## src/rtl/zion_basic_circuit_lib_pkg.sv

```systemverilog
// Shared types for the zion basic circuit library.
// The skid state encoding doubles as the held-entry count.
package zion_basic_circuit_lib_pkg;

  typedef enum logic [1:0] {
    EMPTY = 2'd0,
    BUSY  = 2'd1,
    FULL  = 2'd2
  } skid_state_e;

endpackage

```

## src/rtl/zion_basic_circuit_lib_skid_buf_if.sv

```systemverilog
// Valid/ready handshake bundle for the skid buffer: upstream side (i*Valid/iDat/oReady)
// and downstream side (oValid/oDat/iReady), named from the buffer's point of view.
interface zion_basic_circuit_lib_skid_buf_if #(
  parameter int unsigned WIDTH = 8
);
  logic             iValid;
  logic             oReady;
  logic [WIDTH-1:0] iDat;
  logic             oValid;
  logic             iReady;
  logic [WIDTH-1:0] oDat;

  // Environment side: produces upstream data and downstream ready.
  modport master (
    output iValid, iDat, iReady,
    input  oReady, oValid, oDat
  );

  // Buffer side.
  modport slave (
    input  iValid, iDat, iReady,
    output oReady, oValid, oDat
  );
endinterface

```

## src/rtl/zion_basic_circuit_lib_sync_clr_en_dff.sv

```systemverilog
// Data register with synchronous active-high reset, clear and enable.
// Reset and clear both load INI_DATA; clear wins over enable.
module zion_basic_circuit_lib_sync_clr_en_dff #(
  parameter int unsigned      WIDTH    = 8,
  parameter logic [WIDTH-1:0] INI_DATA = '0
) (
  input  logic             clk,
  input  logic             rst,
  input  logic             iClr,
  input  logic             iEn,
  input  logic [WIDTH-1:0] iDat,
  output logic [WIDTH-1:0] oDat
);

  logic [WIDTH-1:0] r_dat;

  always_ff @(posedge clk) begin
    if (rst || iClr) begin
      r_dat <= INI_DATA;
    end else if (iEn) begin
      r_dat <= iDat;
    end
  end

  assign oDat = r_dat;

endmodule

```

## src/rtl/zion_basic_circuit_lib_skid_buf.sv

```systemverilog
// Two-entry valid/ready skid buffer. oReady comes from a flop (gated only by iFlush),
// so the upstream ready path is registered while still sustaining one transfer per cycle.
module zion_basic_circuit_lib_skid_buf
  import zion_basic_circuit_lib_pkg::*;
#(
  parameter int unsigned      WIDTH    = 8,
  parameter logic [WIDTH-1:0] INI_DATA = '0
) (
  input  logic                               clk,
  input  logic                               rst,
  input  logic                               iFlush,
  zion_basic_circuit_lib_skid_buf_if.slave   bus,
  output logic [1:0]                         oCnt
);

  skid_state_e      r_state;
  skid_state_e      w_state_nxt;
  logic             r_ready;
  logic             w_in_fire;
  logic             w_out_fire;
  logic             w_main_en;
  logic             w_skid_en;
  logic [WIDTH-1:0] w_main_din;
  logic [WIDTH-1:0] w_skid_dat;

  assign bus.oReady = r_ready & ~iFlush;
  assign bus.oValid = (r_state != EMPTY);
  assign oCnt       = r_state;
  assign w_in_fire  = bus.iValid & bus.oReady;
  assign w_out_fire = bus.oValid & bus.iReady;

  always_comb begin
    w_state_nxt = r_state;
    w_main_en   = 1'b0;
    w_skid_en   = 1'b0;
    unique case (r_state)
      EMPTY: begin
        if (w_in_fire) begin
          w_main_en   = 1'b1;
          w_state_nxt = BUSY;
        end
      end
      BUSY: begin
        if (w_in_fire && w_out_fire) begin
          w_main_en = 1'b1;
        end else if (w_in_fire) begin
          w_skid_en   = 1'b1;
          w_state_nxt = FULL;
        end else if (w_out_fire) begin
          w_state_nxt = EMPTY;
        end
      end
      FULL: begin
        if (w_out_fire) begin
          w_main_en   = 1'b1;
          w_state_nxt = BUSY;
        end
      end
      default: w_state_nxt = EMPTY;
    endcase
    if (iFlush) begin
      w_state_nxt = EMPTY;
    end
  end

  always_ff @(posedge clk) begin
    if (rst) begin
      r_state <= EMPTY;
      r_ready <= 1'b0;
    end else begin
      r_state <= w_state_nxt;
      r_ready <= (w_state_nxt != FULL);
    end
  end

  // When draining from FULL the main register reloads from the skid entry.
  assign w_main_din = (r_state == FULL) ? w_skid_dat : bus.iDat;

  zion_basic_circuit_lib_sync_clr_en_dff #(
    .WIDTH    (WIDTH),
    .INI_DATA (INI_DATA)
  ) u_main (
    .clk  (clk),
    .rst  (rst),
    .iClr (iFlush),
    .iEn  (w_main_en),
    .iDat (w_main_din),
    .oDat (bus.oDat)
  );

  zion_basic_circuit_lib_sync_clr_en_dff #(
    .WIDTH    (WIDTH),
    .INI_DATA (INI_DATA)
  ) u_skid (
    .clk  (clk),
    .rst  (rst),
    .iClr (iFlush),
    .iEn  (w_skid_en),
    .iDat (bus.iDat),
    .oDat (w_skid_dat)
  );

  a_cnt_matches_state: assert property (@(posedge clk) oCnt == r_state);

  a_no_in_fire_full: assert property (@(posedge clk) disable iff (rst)
    !((r_state == FULL) && w_in_fire));

  a_valid_held: assert property (@(posedge clk) disable iff (rst)
    (bus.oValid && !bus.iReady && !iFlush) |=> bus.oValid);

endmodule

```

## src/flat_wrapper.sv

```systemverilog
// flat-port wrapper written by rule: the top's interface ports become plain ports
module zion_basic_circuit_lib_skid_buf_flat import zion_basic_circuit_lib_pkg::*;
#(
  parameter int unsigned      WIDTH    = 8,
  parameter logic [WIDTH-1:0] INI_DATA = '0
)
  (clk, rst, iFlush, oCnt, bus_iValid, bus_iDat, bus_iReady, bus_oReady, bus_oValid, bus_oDat);
  zion_basic_circuit_lib_skid_buf_if #(.WIDTH(WIDTH)) bus_i ();
  input  logic clk;
  input  logic rst;
  input  logic iFlush;
  output logic [1:0] oCnt;
  input wire logic [$bits(bus_i.iValid)-1:0] bus_iValid;
  input wire logic [$bits(bus_i.iDat)-1:0] bus_iDat;
  input wire logic [$bits(bus_i.iReady)-1:0] bus_iReady;
  output wire logic [$bits(bus_i.oReady)-1:0] bus_oReady;
  output wire logic [$bits(bus_i.oValid)-1:0] bus_oValid;
  output wire logic [$bits(bus_i.oDat)-1:0] bus_oDat;
  assign bus_i.iValid = bus_iValid;
  assign bus_i.iDat = bus_iDat;
  assign bus_i.iReady = bus_iReady;
  assign bus_oReady = bus_i.oReady;
  assign bus_oValid = bus_i.oValid;
  assign bus_oDat = bus_i.oDat;
  zion_basic_circuit_lib_skid_buf #(.WIDTH(WIDTH), .INI_DATA(INI_DATA)) u_core (.clk(clk), .rst(rst), .iFlush(iFlush), .bus(bus_i), .oCnt(oCnt));
endmodule
```

## config.mk

```make
export PLATFORM = sky130hd
export DESIGN_NAME = zion_basic_circuit_lib_skid_buf_flat
export DESIGN_NICKNAME = d
export VERILOG_FILES = /design/src/rtl/zion_basic_circuit_lib_pkg.sv /design/src/rtl/zion_basic_circuit_lib_skid_buf_if.sv /design/src/rtl/zion_basic_circuit_lib_sync_clr_en_dff.sv /design/src/rtl/zion_basic_circuit_lib_skid_buf.sv /design/src/flat_wrapper.sv
export SDC_FILE = /design/constraint.sdc
export NUM_CORES = 1
export LEC_CHECK = 0
export BUFFER_PORTS_ARGS = -buffer_cell sky130_fd_sc_hd__buf_2
export CAP_MARGIN = 5
export CORE_MARGIN = 2
export CORE_UTILIZATION = 40
export DETAILED_ROUTE_END_ITERATION = 10
export GPL_TIMING_DRIVEN = 1
export PLACE_DENSITY_LB_ADDON = 0.2
export SYNTH_ARGS = -nofsm -noshare
export SYNTH_HDL_FRONTEND = slang
export SYNTH_HIERARCHICAL = 1
export SYNTH_SLANG_ARGS = --single-unit
```

## constraint.sdc

```tcl
create_clock -name clk -period 1.4 [get_ports clk]
set_input_delay 0.14 -clock clk [delete_from_list [all_inputs] [get_ports clk]]
set_output_delay 0.14 -clock clk [all_outputs]
set_load 0.02 [all_outputs]
```

==> results.md <==
* Critical path cell sequence: buf_6 -> or2_2 -> buf_2
* Worst Path Required at 1.26 ns
* Max-cap violations at 0
* Finished Layout Cells at 143
* Met1 Wirelength at 861 um
* Placed cells at 135
* Core area at 2150 um2
* Vias at 676
* Clock skew at between 0.003 and 0.004 ns
* Peak supply drop at 520 uV
* Vias in the first global route at 620
* Async SR Flop Fraction at 0
* Crit Path Max Fanout at 5
* Overall global routing resource usage at 0.148
* Fin crit share at 0.970
* DP Wirelength at 1190 um
* Seq/Total Area, Yosys at 0.431
* Hold path startpoint: rst
* CP endpoint kind: output port
* Synthesized flop and latch total at 19
* CTS Buf Count at 3
* I/O pin total at 25
* Slew Limit Headroom at 0.792
* RSZ-0062 raised after global routing: true
* Die Span Y at 51.0 um
* Gpl congestion at 0.677
* Final setup margin at 0.0419 ns
* Syn_nets at 98
* Routed wire length at 1710 um
* Die ar. at 2600 um2
* Post-route ant nets at 0
* Top layer in use: met4
* Std-Cell Rows at 17
* Tmin final at 1.36 ns
* Leak at 0.456 nW
* Most frequent cells in the layout: buf_2 (24), nor2_1 (18), dfxtp_1 (17), mux2i_1 (16), mux2_2 (6)
* Residual DRC at 0
* Initial Utilization at 0.411
* Initial drt markers at 3
* Startpoint Class: flip-flop
* Reg2Reg Depth at 5
* Worst hold path class: in2reg
* YS warnings at 6
* Slowest stage delay, CP at roughly 0.39 ns
* Final Hold Fails at 0
* R2r endpoint: u_core/u_main/oDat[4]
* Final max-slew violation count at 0
* # setup viols final at 0
* Critical path data arrival time at 1.22 ns
* Bufs and invs on worst path at 2
* Worst slew pin tran at around 0.31 ns
* H-tree depth at 1
* Synth-to-Final Area Change at 25.5%
* Clk sinks at 19
* CP delay by family, top: flip-flops
* Largest net degree at the start of global routing at 12
* Routed wl met2 at 775 um
* Synth Cell Area at 883 um2
* Placed Area at 1020 um2
* Library cells used by synthesis at 21
* First-pass GRT wire length at 2830 um
* CTS tree: done
* Design area at between 1000 and 1500 um2
* Worst slack at placement at -0.000665 ns
* Wirelength per Cell at 11.9 um
* Skew-Pair Late Insertion Delay at 0.29 ns
* Status: complete, no violations
* Post-synth EDFFs at 0
* Longest Clk Path Bufs at 2
* Post-Syn Instances at 85
* PortBufs at 24
* Final hold slack at 0.0710 ns
* Fmax at 0.736 GHz
* CTS root buf: clkbuf_4
* Most frequently used flop master after synthesis: dfxtp_1
* Hold Path Sink: u_core/oCnt[1]
* Most common cell after layout, fill and taps aside: buf_2
* Total gr overflow at 0
* Final setup TNS at 0 ns
* Die width at slightly above 50 um
* # diodes at 0
* R2R setup slack at around 0.070 ns
* WL met3 at 63 um
* Power per Cell Area at 832 nW/um2
* Detailed-route vias per instance at around 4.7
* Initial antenna violation count at 0
* Avg Cell Area, Syn at a little over 10 um2
* Clock Pin Slew Worst Setup and Hold Paths at 0.11 ns
* Hold_buf cts at 0
* Worst hold path depth at 2
* Final net count at between 100 and 150
* Setup CP Type: reg2out
* RR Startpoint: u_core/oCnt[0]
* Share of layout cells above drive strength 1 at 0.452
* Drt first pass iters at 2
* Critical-path top delay cell: dfxtp_4
## metal layers
| metal | track usage | vias to the layer above |
|---|---|---|
| met4 | 0.0676 | 0 |
| met3 | 0.0351 | 2 |
| met1 | 0.196 | 310 |
| li1 | - | 353 |
| met5 | 0 | - |
| met2 | 0.227 | 11 |
## state kept, by name, summed over array words and instances, names as in the netlist
| name | flops |
|---|---|
| u_core/r_ready | 1 |
| u_core/oCnt | 2 |
| u_core/u_main/oDat | 8 |
| u_core/u_skid/oDat | 8 |
## power breakdown
part	switching (W)	internal (W)
logic	0.0000504	0.0000486
clock network	0.000169	0.000106
registers	0.00000496	0.000543
total	0.000224	0.000698
## worst reg2reg max path: cells and delay by family (launching register included)
| kind | cells | cell delay (ns) |
|---|---|---|
| buffers and inverters | 1 | 0.14 |
| flip-flops | 1 | 0.39 |
| multiplexers | 2 | 0.48 |
| AND/OR/NAND/NOR | 2 | 0.22 |
## worst max-delay path by stage
stage / from / end / slack (ns) / cells past startpoint
final: u_core/oCnt[0] / bus_oValid / 0.04 / 3
after CTS: u_core/oCnt[0] / bus_oValid / -0.006 / 3
after global routing: u_core/oCnt[0] / u_core/u_main/oDat[3] / -0.009 / 6
after detailed placement: u_core/oCnt[1] / u_core/u_main/oDat[3] / -0.0007 / 4
after floorplan: u_core/oCnt[1] / u_core/u_main/oDat[0] / 0.1 / 5
after global placement: u_core/oCnt[1] / u_core/u_main/oDat[3] / 0.03 / 4
## cells in the mapped netlist, types with 2 or more instances
cell type	number	area (um2)
buf_6	3	33.8
mux2_2	8	90.1
or2_1	2	12.5
dfxtp_1	19	380
nor2b_4	2	27.5
buf_4	2	15.0
nand2_1	3	11.3
mux2i_1	16	160
nor2_1	18	67.6
## cells by family after synthesis
| kind of cell | share of synthesized area |
|---|---|
| compound gates | 0.0269 |
| mux | 0.283 |
| buf+inv | 0.0595 |
| simple gates | 0.200 |
| flops | 0.431 |
## stage by stage
stage	total power, W	utilization
after CTS	0.000932	0.497
after floorplan	0.000621	-
after global placement	0.000655	0.475
after global routing	0.000969	0.516
final	0.000922	0.516
after detailed placement	0.000656	0.475
## final cells by class
cell class / instances / area [um2]
Sequential cell: 19 / 388
Inverter: 1 / 3.75
Tap cell: 28 / 35.0
Timing Repair Buffer: 30 / 166
Multi-Input combinational cell: 61 / 488
Clock buffer: 3 / 22.5
Fill cell: 209 / 1040
Clock inverter: 1 / 5.00
## repair_timing
item | in CTS | in global routing
cloned | 1 | 0
endpoints found under the hold margin | 0 | 0
buffers inserted | 0 | 3
pin swaps | 0 | 2
resized for setup | 2 | 7
endpoints found under the setup margin | 1 | 9
Power figures use the tool's default switching activity.
